### src/rtl/cpu_pkg.sv
// rtl/cpu_pkg.sv - shared CPU datapath types for the multicycle divider
package cpu_pkg;

  // Divider control states, in the order the sequence walks through them
  typedef enum logic [2:0] {
    IDLE,
    LOAD,
    CALC,
    FIX,
    DONE
  } div_state_t;

  // Cycles from the div_start cycle to the div_done cycle (full sequence)
  localparam int DIV_LATENCY = 35;

  typedef logic [31:0] word_t;

endpackage

### src/rtl/div_step.sv
// rtl/div_step.sv - one combinational restoring-division step
module div_step #(
  parameter int WIDTH = 32
) (
  input  logic [WIDTH:0]   rem_in,
  input  logic             dvd_msb,
  input  logic [WIDTH-1:0] divisor,
  output logic [WIDTH:0]   rem_out,
  output logic             q_bit
);

  logic [WIDTH:0] shifted;
  logic [WIDTH:0] diff;
  logic           spill;

  // Shift the next dividend bit in, then subtract the divisor if it fits.
  // The remainder stays below the divisor, so the bit shifted out of the
  // window is always zero; if it were set the value would exceed any divisor.
  always_comb begin
    spill   = rem_in[WIDTH];
    shifted = {rem_in[WIDTH-1:0], dvd_msb};
    diff    = shifted - {1'b0, divisor};
    q_bit   = spill | (shifted >= {1'b0, divisor});
    rem_out = q_bit ? diff : shifted;
  end

endmodule

### src/rtl/div_unit.sv
// rtl/div_unit.sv - multicycle signed divider (quotient on lo, remainder on hi); option DIV_ZERO_EARLY_EN
module div_unit
  import cpu_pkg::*;
#(
  parameter int WIDTH = 32,
  parameter int CNT_W = 6
) (
  input  logic             clk,
  input  logic             reset_n,
  input  logic             div_start,
  input  logic [WIDTH-1:0] entrada_a,
  input  logic [WIDTH-1:0] entrada_b,
  output logic [WIDTH-1:0] hi,
  output logic [WIDTH-1:0] lo,
  output logic             div_busy,
  output logic             div_done,
  output logic             div_zero
);

  div_state_t state;
  div_state_t next_state;

  logic [CNT_W-1:0] cnt;
  logic [WIDTH:0]   partial_rem;
  logic [WIDTH-1:0] dvd_shift;    // dividend bits shift out the top, quotient bits in the bottom
  logic [WIDTH-1:0] divisor_abs;
  logic             sign_q;
  logic             sign_r;
  logic             zero_div;

  logic [WIDTH:0]   step_rem;
  logic             step_q;
  logic [WIDTH-1:0] a_abs;
  logic [WIDTH-1:0] b_abs;
  logic [WIDTH-1:0] q_signed;
  logic [WIDTH-1:0] r_signed;
  logic             b_is_zero;

  div_step #(
    .WIDTH(WIDTH)
  ) u_step (
    .rem_in (partial_rem),
    .dvd_msb(dvd_shift[WIDTH-1]),
    .divisor(divisor_abs),
    .rem_out(step_rem),
    .q_bit  (step_q)
  );

  // Operand magnitudes and signed results; the most negative value maps to itself modulo 2^WIDTH
  always_comb begin
    a_abs     = entrada_a[WIDTH-1] ? ('0 - entrada_a) : entrada_a;
    b_abs     = entrada_b[WIDTH-1] ? ('0 - entrada_b) : entrada_b;
    b_is_zero = (entrada_b == '0);
    q_signed  = sign_q ? ('0 - dvd_shift) : dvd_shift;
    r_signed  = sign_r ? ('0 - partial_rem[WIDTH-1:0]) : partial_rem[WIDTH-1:0];
  end

  // State register
  always_ff @(posedge clk) begin
    if (!reset_n) begin
      state <= IDLE;
    end else begin
      state <= next_state;
    end
  end

  // Next-state logic; div_start only matters in IDLE
  always_comb begin
    next_state = state;
    case (state)
      IDLE: if (div_start) next_state = LOAD;
`ifdef DIV_ZERO_EARLY_EN
      LOAD: next_state = b_is_zero ? DONE : CALC;
`else
      LOAD: next_state = CALC;
`endif
      CALC: if (cnt == CNT_W'(1)) next_state = FIX;
      FIX:  next_state = DONE;
      DONE: next_state = IDLE;
      default: next_state = IDLE;
    endcase
  end

  // Status outputs decoded from the state
  always_comb begin
    div_busy = (state == LOAD) || (state == CALC) || (state == FIX);
    div_done = (state == DONE);
  end

  // Datapath: latch operands in LOAD, one restoring step per CALC cycle, publish results in FIX
  always_ff @(posedge clk) begin
    if (!reset_n) begin
      cnt         <= '0;
      partial_rem <= '0;
      dvd_shift   <= '0;
      divisor_abs <= '0;
      sign_q      <= 1'b0;
      sign_r      <= 1'b0;
      zero_div    <= 1'b0;
      hi          <= '0;
      lo          <= '0;
      div_zero    <= 1'b0;
    end else begin
      case (state)
        LOAD: begin
          partial_rem <= '0;
          dvd_shift   <= a_abs;
          divisor_abs <= b_abs;
          sign_q      <= entrada_a[WIDTH-1] ^ entrada_b[WIDTH-1];
          sign_r      <= entrada_a[WIDTH-1];
          zero_div    <= b_is_zero;
          cnt         <= CNT_W'(WIDTH);
`ifdef DIV_ZERO_EARLY_EN
          // The shortcut skips FIX, so the forced zero result is published here
          if (b_is_zero) begin
            hi       <= '0;
            lo       <= '0;
            div_zero <= 1'b1;
          end
`endif
        end
        CALC: begin
          partial_rem <= step_rem;
          dvd_shift   <= {dvd_shift[WIDTH-2:0], step_q};
          cnt         <= cnt - 1'b1;
        end
        FIX: begin
          hi       <= zero_div ? '0 : r_signed;
          lo       <= zero_div ? '0 : q_signed;
          div_zero <= zero_div;
        end
        default: begin
        end
      endcase
    end
  end

endmodule

### config.mk
export PLATFORM = sky130hd
export DESIGN_NAME = div_unit
export DESIGN_NICKNAME = d
export VERILOG_FILES = /design/src/rtl/cpu_pkg.sv /design/src/rtl/div_step.sv /design/src/rtl/div_unit.sv
export SDC_FILE = /design/constraint.sdc
export NUM_CORES = 1
export LEC_CHECK = 0
export CAP_MARGIN = 25
export CORE_MARGIN = 2
export CORE_UTILIZATION = 25
export DETAILED_ROUTE_END_ITERATION = 10
export MAX_ROUTING_LAYER = met4
export PLACE_DENSITY_LB_ADDON = 0.08
export SLEW_MARGIN = 20
export SYNTH_ARGS = -nofsm -noshare
export SYNTH_HDL_FRONTEND = slang
export SYNTH_SLANG_ARGS = --single-unit
### constraint.sdc
create_clock -name clk -period 3.4 [get_ports clk]
set_clock_uncertainty 0.1 [all_clocks]
set_input_delay 0.34 -clock clk [delete_from_list [all_inputs] [get_ports clk]]
set_output_delay 0.34 -clock clk [all_outputs]
set_load 0.005 [all_outputs]
After elaboration in Yosys (flattened, before gate mapping). Cells that the tools add are included.

$add $sub $neg: 6. Magnitude comparators: 1. Equal/unequal tests: 7. Mux-type cells: 13. Bitwise operators: 2. Reduce and logical (&&, ||, !) cells: 6.

Operators with widths (number): $mux W32 (6); $sub A1 B32 Y32 const A (4); $pmux W33 S2 (1); $pmux W32 S2 (1); $ge A33 B32 Y1 (1); $mux W33 (1); $sub A33 B32 Y33 (1); $logic_not A32 Y1 (1); $pmux W3 S4 (1); $pmux W6 S2 (1); $eq A3 B2 Y1 const B (2); $eq A6 B1 Y1 const B (1); $mux W3 (2); $sub A6 B1 Y6 const B (1); $ne A2 B2 Y1 const B (2); $eq A3 B1 Y1 const B (1); $eq A3 B3 Y1 const B (1); $logic_not A3 Y1 (1); $logic_or A1 B1 Y1 (2); $reduce_and A2 Y1 (1); $reduce_bool A2 Y1 (1); $or A1 B1 Y1 (1); $xor A1 B1 Y1 (1).

Register bits: 174. Output and inout port bits: 67. Logic and storage cells: 46.

Depth between registers and ports, before layout.
Depth in word-level cells: 4. Mapped depth: 13.

Modules after synthesis. Synthesis repeated with hierarchy kept, for this count alone.

Cells, all modules: 1439. Area total of the unflattened synthesis: 11205.7 µm².

By module, submodules not included: div_unit (instances 1, cells each 1098, area each 8947.3 µm², seq. area each 3483.3 µm²); div_step (instances 1, cells each 341, area each 2258.4 µm², seq. area each 0.0 µm²).

Worst setup path before layout. No wires, ideal clock.

Kind: register to register. Start point: register partial_rem[14]. End point: register partial_rem[12]. Library setup time: 0.125 ns. Arrival time: 2.587 ns. Data required time: 3.175 ns. Setup slack: 0.588 ns. Cell stages (with the launch flop): 13. Path buffers: 3. Clock period less this slack: 2.812 ns. Path through: dfxtp_1 -> ha_1 -> and2_1 -> clkbuf_1 -> nand3_1 -> or3_1 -> a31oi_2 -> o2111ai_2 -> and2_1 -> buf_6 -> buf_4 -> a32oi_1 -> o21ai_0.

Cells in the longest elaborated chain, start to end: 4.

RTL lines: start, declared (RTL line div_unit.sv:24) `logic [WIDTH:0] partial_rem;`; start signal, assigned (RTL line div_unit.sv:123) `partial_rem <= step_rem;`; $ge A33 B32 Y1 (RTL line div_step.sv:23) `q_bit = spill | (shifted >= {1'b0, divisor});`; $or A1 B1 Y1 (RTL line div_step.sv:23); $mux W33 (RTL line div_step.sv:24) `rem_out = q_bit ? diff : shifted;`; $pmux W33 S2 (RTL line div_unit.sv:104) `case (state)`.

No other way between the ends. A chain may end at the register's enable or synchronous reset.

Worst setup path after layout.
Start point: register divisor_abs[16]. End point: register partial_rem[15].

Cells in the longest elaborated chain, start to end: 4.

RTL lines: start, declared (RTL line div_unit.sv:26) `logic [WIDTH-1:0] divisor_abs;`; start signal, assigned (RTL line div_unit.sv:108) `divisor_abs <= b_abs;`; $ge A33 B32 Y1 (RTL line div_step.sv:23); $or A1 B1 Y1 (RTL line div_step.sv:23); $mux W33 (RTL line div_step.sv:24); $pmux W33 S2 (RTL line div_unit.sv:104).

No other way between the ends.

==> results.sh <==
export IMPL_status="finished clean"
export IMPL_yosysTopAreaCell="dfxtp_1"
export IMPL_pwr_share_clk=0.266
export IMPL_antenna_cells=0
export IMPL_path_clk_slew_ns=0.07
export IMPL_holdBufCountCts=0
export IMPL_synth_seq_cells=174
export IMPL_timing_max_transition_violations_final=0
export IMPL_synth_common_cells="dfxtp_1, nand2_1, o21ai_0"
export IMPL_root_buffer="clkbuf_16"
export IMPL_fin_crit_sh=0.8834
export IMPL_drv_cap=0
export IMPL_start_kind="flip-flop"
export IMPL_cts_path_max_buffers=2
export IMPL_period_needed_ns=3.003
export IMPL_cp_required_ns=3.63
export IMPL_path_max_fanout=28
export IMPL_synth_edf_count=0
export IMPL_final_hold_viol_count=0
export IMPL_grt_pass1_wl_um=54210
export IMPL_numCtsBuffers=17
export IMPL_swShare=0.3804
export IMPL_place_inst=2007
export IMPL_port_buffers=133
export IMPL_synthFlopType="dfxtp_1"
export IMPL_switchingPower_mw=2.814
export IMPL_antenna_found_initial=0
export IMPL_place_congestion=0.8517
export IMPL_n_fill_cell=4516
export IMPL_multi_input_area_um2=6739
export IMPL_ant_nets=0
export IMPL_firstDrtPassIters=5
export IMPL_max_freq_mhz=332.9
export IMPL_wl_per_cell_um=17.14
export IMPL_p_leak_nw=5.086
export IMPL_fin_tns_setup_ns=0
export IMPL_syn_cell_area_um2=10750
export IMPL_whs_ns=0.3526
export IMPL_drtIter0Drc=497
export IMPL_yosys_warnings=0
export IMPL_worstMarginPinSlew_ns=0.9054
export IMPL_wirelength_um=34930
export IMPL_grt_pass1_vias=9177
export IMPL_avgSynthCellArea_um2=7.966
export IMPL_setup_violations=0
export IMPL_postSynthCellCount=1349
export IMPL_cts_resized=0
export IMPL_clock_sinks=174
export IMPL_p_seq_frac=0.310
export IMPL_routed_via_count=9826
export IMPL_instances_no_fill=2038
export IMPL_cts_tree="done"
export IMPL_grt_total_usage=0.1612
export IMPL_drive_above_1_share=0.08672
export IMPL_final_util=0.3207
export IMPL_areaGrowthSynthToFinish_pct=26.00
export IMPL_r2r_setup_slack_ns=0.40
export IMPL_async_reset_ff_frac=0
export IMPL_fp_dieH_um=211.3
export IMPL_yosysMostFrequentCell="dfxtp_1"
export IMPL_htree_levels=4
export IMPL_seq_area_frac_synth=0.3241
export IMPL_syn_num_nets=1455
export IMPL_clkLatencyLatePin_ns=0.45
export IMPL_crit_arrival_ns=3.24
export IMPL_viasPerCell=4.821
export IMPL_grt_max_degree=66
export IMPL_synthDistinctLibCells=70
export IMPL_ios=134
export IMPL_power_density_nw_per_um2=546.3
export IMPL_p_comb_frac=0.424
export IMPL_regArea_um2=3483
export IMPL_end_kind="flip-flop"
export IMPL_cts_setup_buffers=0
export IMPL_hp_class="reg2reg"
export IMPL_die_x_um=211.3
export IMPL_overflow=0
export IMPL_dp_hpwl_um=27190
export IMPL_start_util=0.2545
export IMPL_crit_type="reg2reg"
export IMPL_p_int_mw=4.584
export IMPL_die_area_um2=44660
export IMPL_synthTopCellsByArea="dfxtp_1, xnor2_1, xor2_1, nand2_1, o21ai_0"
export IMPL_core_um2=42230
export IMPL_post_route_drc_count=0
export IMPL_rows=75
export IMPL_netlist_area_leader_share=0.3241
export IMPL_ir_worst_vdd_v=0.0003630
export IMPL_rsz0062_at_grt="no"
export IMPL_layout_nets=1593
export IMPL_relSlewSlack=0.3956
[metrics by stage]
stage	setup WS, ns	total power [mW]	area (µm²)
6_report	0.3965	7.398	13540
5_1_grt	0.1243	7.897	13540
4_1_cts	0.3802	7.485	13540
3_5_place_dp	0.02665	5.482	12970
3_3_place_gp	0.02042	5.494	12970
2_1_floorplan	0.5876	4.479	10750
[worst max-delay path, stage by stage, from the launching register on]
cell     delay (ns)
dfxtp_1        0.33
inv_1          0.08
ha_1           0.47
nand4_1        0.18
nor3_1         0.28
nand4_1        0.13
o41ai_1        0.38
a21oi_1        0.08
buf_4          0.14
and2_1         0.17
buf_12         0.18
a32oi_1        0.24
o21ai_0        0.11
[flip-flops by register name, summed over array words and instances (netlist names), 3 cells and up]
register,count
cnt,6
state,3
hi,32
partial_rem,33
divisor_abs,32
dvd_shift,32
lo,32
[logic make-up (layout without fill, tap and decap cells)]
family,count (synthesis),count (layout),synth area share
AO/OA/AOI/OAI,416,416,0.2528
AND/OR/NAND/NOR,412,412,0.1847
flip-flops,174,174,0.3241
adder cells (fa/ha/maj),39,39,0.04611
XOR/XNOR,148,148,0.1206
multiplexers,22,22,0.02061
buffers and inverters,138,288,0.05111
[layout make-up]
| type | count | area share |
|---|---|---|
| Multi-Input combinational cell | 1037 | 0.4977 |
| Tap cell | 539 | 0.04981 |
| Clock buffer | 23 | 0.03604 |
| Clock inverter | 8 | 0.005821 |
| Sequential cell | 174 | 0.2573 |
| Inverter | 53 | 0.01478 |
| Timing Repair Buffer | 204 | 0.1386 |
[layer usage]
layer	vias up	GRT usage	part of all wire
met2	131	0.2169	0.40
met1	4532	0.2465	0.56
met4	0	0.04225	0.011
li1	5143	-	-
met3	20	0.02285	0.028
met5	-	-	0
[power by group through the flow]
stage,clock (mW),sequential [mW],combinational [mW]
floorplan,0,2.30,2.18
global placement,0,2.34,3.16
detailed placement,0,2.34,3.14
CTS,2.04,2.29,3.15
global route,2.12,2.31,3.46
finish,1.97,2.29,3.14
[placed cells by master (no fill, tap or decap), types with 52 or more instances in the layout]
cell,instances
dfxtp_1,174
nand2_1,153
clkdlybuf4s50_1,133
o21ai_0,114
nor2_1,101
a21oi_1,87
xnor2_1,78
xor2_1,70
buf_4,70
a22oi_1,58
inv_1,52
[worst paths after layout]
| path | start | depth (start not counted) | endpoint |
|---|---|---|---|
| min reg2reg | hi[27]$_SDFFE_PN0P_ | 2 | hi[27]$_SDFFE_PN0P_ |
| max reg2reg | divisor_abs[16]$_SDFFE_PN0P_ | 12 | partial_rem[15]$_SDFFE_PN0P_ |
| min | hi[27]$_SDFFE_PN0P_ | 2 | hi[27]$_SDFFE_PN0P_ |
| max | divisor_abs[16]$_SDFFE_PN0P_ | 12 | partial_rem[15]$_SDFFE_PN0P_ |
No activity file was read; power rests on OpenSTA's default activity.
